### src/rtl/led_frame_sched.sv
// Frame-level scheduler for the LED strip: refresh cadence, loader en/start sequencing,
// completion tracking, strip latch gap, and frame/skip/timeout reporting.
module led_frame_sched #(
    parameter int unsigned REFRESH_CYCLES = 1000000,
    parameter int unsigned TIMEOUT_CYCLES = 65536,
    parameter int unsigned GAP_CYCLES     = 15000,
    parameter int unsigned CNT_W          = 16
) (
    input  logic             clk,
    input  logic             rst,
    input  logic             ctrl_enable,
    input  logic             repeat_en,
    input  logic             stat_valid,
    input  logic             send_start,
    input  logic             phy_done,
    input  logic             err_clr,
    output logic             fifo_en,
    output logic             fifo_start,
    output logic             busy,
    output logic [CNT_W-1:0] frame_cnt,
    output logic [CNT_W-1:0] skip_cnt,
    output logic             timeout_err
);

    localparam int unsigned TMR_W = (REFRESH_CYCLES > 1) ? $clog2(REFRESH_CYCLES) : 1;
    localparam int unsigned TO_W  = (TIMEOUT_CYCLES > 1) ? $clog2(TIMEOUT_CYCLES) : 1;
    localparam int unsigned GAP_W = (GAP_CYCLES > 1) ? $clog2(GAP_CYCLES) : 1;

    localparam logic [TMR_W-1:0] TMR_LAST = TMR_W'(REFRESH_CYCLES - 1);
    localparam logic [TO_W-1:0]  TO_LAST  = TO_W'(TIMEOUT_CYCLES - 1);
    localparam logic [GAP_W-1:0] GAP_LAST = GAP_W'(GAP_CYCLES - 1);

    typedef enum logic [2:0] {
        StIdle,
        StWaitTick,
        StArm,
        StKick,
        StWaitLoad,
        StWaitPhy,
        StGap
    } state_e;

    state_e           state_q, state_d;
    logic [TMR_W-1:0] tmr_q, tmr_d;
    logic [TO_W-1:0]  to_q, to_d;
    logic [GAP_W-1:0] gap_q, gap_d;
    logic             pend_q, pend_d;
    logic [CNT_W-1:0] frame_q, frame_d;
    logic [CNT_W-1:0] skip_q, skip_d;
    logic             err_q, err_d;
    logic             fifo_en_q, fifo_start_q, busy_q;
    logic             tick;
    logic             skip_inc;
    logic             frame_inc;
    logic             to_set;

    // Refresh timer free-runs only while enabled; the wrap cycle is the tick.
    always_comb begin
        tick  = ctrl_enable && (tmr_q == TMR_LAST);
        tmr_d = tmr_q + 1'b1;
        if (!ctrl_enable || tick) begin
            tmr_d = '0;
        end
    end

    always_comb begin
        state_d   = state_q;
        to_d      = to_q;
        gap_d     = '0;
        skip_inc  = 1'b0;
        frame_inc = 1'b0;
        to_set    = 1'b0;

        case (state_q)
            StIdle: begin
                if (ctrl_enable) begin
                    state_d = StWaitTick;
                end
            end
            StWaitTick: begin
                if (!ctrl_enable) begin
                    state_d = StIdle;
                end else if (tick) begin
                    if (pend_q || repeat_en) begin
                        state_d = StArm;
                    end else begin
                        skip_inc = 1'b1;
                    end
                end
            end
            StArm: begin
                state_d = StKick;
            end
            StKick: begin
                to_d    = '0;
                state_d = StWaitLoad;
            end
            StWaitLoad: begin
                if (send_start) begin
                    to_d    = '0;
                    state_d = StWaitPhy;
                end else if (to_q == TO_LAST) begin
                    to_set  = 1'b1;
                    state_d = StGap;
                end else begin
                    to_d = to_q + 1'b1;
                end
            end
            StWaitPhy: begin
                if (phy_done) begin
                    frame_inc = 1'b1;
                    state_d   = StGap;
                end else if (to_q == TO_LAST) begin
                    to_set  = 1'b1;
                    state_d = StGap;
                end else begin
                    to_d = to_q + 1'b1;
                end
            end
            StGap: begin
                if (gap_q == GAP_LAST) begin
                    state_d = ctrl_enable ? StWaitTick : StIdle;
                end else begin
                    gap_d = gap_q + 1'b1;
                end
            end
            default: begin
                state_d = StIdle;
            end
        endcase

        // A tick while a frame is in flight is dropped, not queued.
        if (tick && (state_q != StIdle) && (state_q != StWaitTick)) begin
            skip_inc = 1'b1;
        end
    end

    always_comb begin
        pend_d  = stat_valid || (pend_q && (state_q != StArm));
        frame_d = frame_q + {{(CNT_W-1){1'b0}}, frame_inc};
        skip_d  = skip_q + {{(CNT_W-1){1'b0}}, skip_inc};
        err_d   = to_set || (err_q && !err_clr);
    end

    always_ff @(posedge clk or posedge rst) begin
        if (rst) begin
            state_q      <= StIdle;
            tmr_q        <= '0;
            to_q         <= '0;
            gap_q        <= '0;
            pend_q       <= 1'b0;
            frame_q      <= '0;
            skip_q       <= '0;
            err_q        <= 1'b0;
            fifo_en_q    <= 1'b0;
            fifo_start_q <= 1'b0;
            busy_q       <= 1'b0;
        end else begin
            state_q      <= state_d;
            tmr_q        <= tmr_d;
            to_q         <= to_d;
            gap_q        <= gap_d;
            pend_q       <= pend_d;
            frame_q      <= frame_d;
            skip_q       <= skip_d;
            err_q        <= err_d;
            fifo_en_q    <= (state_q == StArm);
            fifo_start_q <= (state_q == StKick);
            busy_q       <= (state_d != StIdle) && (state_d != StWaitTick);
        end
    end

    assign fifo_en     = fifo_en_q;
    assign fifo_start  = fifo_start_q;
    assign busy        = busy_q;
    assign frame_cnt   = frame_q;
    assign skip_cnt    = skip_q;
    assign timeout_err = err_q;

endmodule

### config.mk
export PLATFORM = sky130hd
export DESIGN_NAME = led_frame_sched
export DESIGN_NICKNAME = d
export VERILOG_FILES = /design/src/rtl/led_frame_sched.sv
export SDC_FILE = /design/constraint.sdc
export NUM_CORES = 1
export LEC_CHECK = 0
export BUFFER_PORTS_ARGS = -buffer_cell sky130_fd_sc_hd__buf_2
export CAP_MARGIN = 20
export CORE_MARGIN = 5
export CORE_UTILIZATION = 50
export CTS_BUF_LIST = sky130_fd_sc_hd__clkbuf_4 sky130_fd_sc_hd__clkbuf_8
export DETAILED_ROUTE_END_ITERATION = 8
export PLACE_DENSITY = 0.72
export SETUP_SLACK_MARGIN = 0.1
export SLEW_MARGIN = 20
export SYNTH_ARGS = -nofsm -noshare
export SYNTH_HDL_FRONTEND = slang
export SYNTH_SLANG_ARGS = --single-unit
### constraint.sdc
create_clock -name clk -period 2.95 [get_ports clk]
set_clock_uncertainty 0.2 [all_clocks]
set_input_delay 0.59 -clock clk [delete_from_list [all_inputs] [get_ports clk]]
set_output_delay 0.59 -clock clk [all_outputs]
set_load 0.01 [all_outputs]
==> run_results.csv <==
group,metric,value,unit
worst_setup_path,endpoint_kind,"flip-flop",
clocking,clock-sinks,90,
layout,seq_area,0.00225,mm2
worst_setup_path,path_max_fanout,6,
detailed_routing,vias,3475,
sta,whs,0.117,ns
synth,synth-edff-count,0,
global_route,grt_pass1_wl,15.5,mm
detailed_routing,avgViaCountPerCell,5.71,
min_path,min_path_type,"in2async",
status,outcome,"complete, no violations",
synth,synthesis.nets,459,
detailed_routing,drtPass1Iterations,4,
placed_design,port_buffers,43,
worst_setup_path,crit_required,3.03,ns
detailed_routing,drc_errors,0,
synth,netlist.area_leader.share,50.4,%
clocking,htreeDepth,3,
detailed_routing,wl_per_cell,14.7,um
synth,ys_seq_area_share,50.4,%
global_route,overflow,0,
sta,fin_crit_sh,88.0,%
die,ios,44,
sta,period_needed,2.59,ns
clocking,clock_latency,0.36,ns
synth,synthDistinctLibCells,50,
synth,synth_area_leaders,"dfrtp_1, xnor2_1, nand3_1",
sta,finalSetupViolations,0,
sta,max_slew.worst_pin.slew,0.739,ns
placed_design,dpl_cell_area,0.00484,mm2
die,rows,34,
power,power_density,573,mW/mm2
worst_setup_path,startpoint_type,"flip-flop",
layout,layout-drive-gt1-share,16.4,%
synth,yosysTopAreaCell,"dfrtp_1",
sta,relSlewSlack,50.8,%
global_route,grt_max_degree,41,
global_route,grt_pass1_vias,3318,
worst_setup_path,path_class,"reg2reg",
sta,timing_hold_violations_final,0,
synth,synth-seq-cells,90,
synth,netlist_instances,444,
clocking,clockBufferDepth,2,
layout,nFillCells,725,
die,die_h,105,um
global_route,grt_util_all_layers,16.8,%
detailed_routing,drt_iter0_markers,133,
sta,rsz0062_at_grt,"false",
layout,final_nets,511,
detailed_routing,ant_nets,0,
layout,multiInputGateArea,0.00212,mm2
layout,area_growth_syn_to_layout,14.1,%
placed_design,dp_hpwl,6.40,mm
die,coreArea,0.00872,mm2
clocking,cts_tree,"done",
global_route,antenna_found_initial,0,
power,totalPowerFinal,0.00292,W
clocking,cts_hold_buf,0,
sta,max_freq,385,MHz
job,max_cap_viol_count,0,
synth,avgSynthCellArea,10.1,um2
power,p_leak,2.29,nW
clocking,cts-root-buf,"clkbuf_8",
layout,antenna_cells,0,
clocking,cts_made_buffers,9,
worst_setup_path,cp.arrival,2.67,ns
die,die_x,105,um
synth,netlist_area,0.00447,mm2
sta,timing.setup.tns,0,ns
die,start_util,51.2,%
die,dieArea,0.0109,mm2
synth,synth_flop_cell,"dfrtp_1",
synth,ys_async_sr_fraction,100,%
sta,slew_viol_final,0,
synth,ys_warn_count,0,
clocking,cts.clk_slew.worst_paths,0.10,ns
placed_design,gp_congestion,0.828,
power,ir_worst_vdd,0.423,mV
layout,stdcell_area,0.00510,mm2
detailed_routing,wirelength,8.94,mm
[layout by cell type (no fill, tap or decap), types with 6 or more instances in the layout]
cell,n
nor4_1,13
or3_1,10
xnor2_1,31
a21oi_1,20
dfrtp_1,90
nand3_1,35
nor2_1,37
buf_4,8
inv_1,16
ha_1,7
o31ai_1,7
and2_1,7
nand2_1,32
and3_1,11
buf_2,43
or4_1,11
o21ai_0,10
nor3_1,9
clkbuf_8,10
and4_1,6
xor2_1,20
nand4_1,13
[Yosys cell counts (6+ instances only)]
master / number
nand4_1: 13
nor3_1: 10
o21ai_0: 10
buf_2: 7
a21oi_1: 20
ha_1: 7
xor2_1: 20
or4_1: 11
and4_1: 6
nand2_1: 32
or3_1: 10
nor4_1: 13
nand3_1: 35
xnor2_1: 31
dfrtp_1: 90
inv_1: 17
nor2_1: 37
and3_1: 11
and2_1: 7
o31ai_1: 7
[worst paths after layout]
kind / start / to / slack (ns) / depth (start not counted)
worst max-delay path: tmr_q[7] / skip_cnt[8] / 0.36 / 8
worst min-delay path: rst / to_q[11] / 0.12 / 2
worst max register to register: tmr_q[7] / skip_cnt[8] / 0.36 / 8
worst min register to register: frame_cnt[15] / frame_cnt[15] / 0.27 / 1
max in group asynchronous: rst / gap_q[0] / 1.72 / 3
min in group clk: err_clr / timeout_err / 0.21 / 2
[worst max-delay path, cell delays in order, from the launching register on]
cell and delay [ns]:
dfrtp_1 0.46, nor4b_1 0.33, nand4_1 0.26, nor4b_4 0.31, ha_1 0.21, ha_1 0.21, and3_1 0.21, and3_1 0.17
xor2_1 0.16
[layout make-up]
class	count	area share [%]
inverter	18	1.40
sequential	90	44.2
timing repair buffer	52	5.79
tap	108	2.65
clock inverter	6	1.74
clock buffer	10	2.70
multi-input combinational	325	41.5
[metrics by stage]
stage	cells	worst slack, ns	util [%]
2_1_floorplan	444	0.370	-
3_3_place_gp	592	0.249	55.6
3_5_place_dp	592	0.145	55.6
4_1_cts	608	0.110	58.1
5_1_grt	609	0.117	58.5
6_report	609	0.355	58.5
[per-layer routing]
layer / part of all wire (%) / up-vias / track usage (%)
met4: 0.85 / 0 / 5.27
met5: 0 / - / 0
met3: 4.8 / 9 / 3.82
li1: - / 1711 / -
met2: 46 / 70 / 25.8
met1: 48 / 1685 / 23.8
[flip-flops by register name, indices dropped and copies added, names as in the netlist]
name,flops
busy,1
fifo_en,1
fifo_start,1
frame_cnt,16
gap_q,14
pend_q,1
skip_cnt,16
state_q,3
timeout_err,1
tmr_q,20
to_q,16
[timing repair]
| action | 4_1_cts | 5_1_grt |
|---|---|---|
| endpoints found under the hold margin | 0 | 0 |
| buffers inserted | 0 | 1 |
| endpoints found under the setup margin | 0 | 6 |
| gates resized for setup | 0 | 3 |
[logic make-up after synthesis]
family	count (synthesis)	synth area share, %
AND/OR/NAND/NOR	207	26.1
buffers and inverters	29	2.63
XOR/XNOR	51	10.0
adder cells (fa/ha/maj)	7	1.96
AO/OA/AOI/OAI	56	8.04
multiplexers	4	0.896
flip-flops	90	50.4
[power breakdown]
| group | internal, W | switching [W] |
|---|---|---|
| logic | 0.000215 | 0.000356 |
| clock network | 0.000501 | 0.000428 |
| registers | 0.00132 | 0.000101 |
Note: power is estimated with default switching activity, not from simulation.
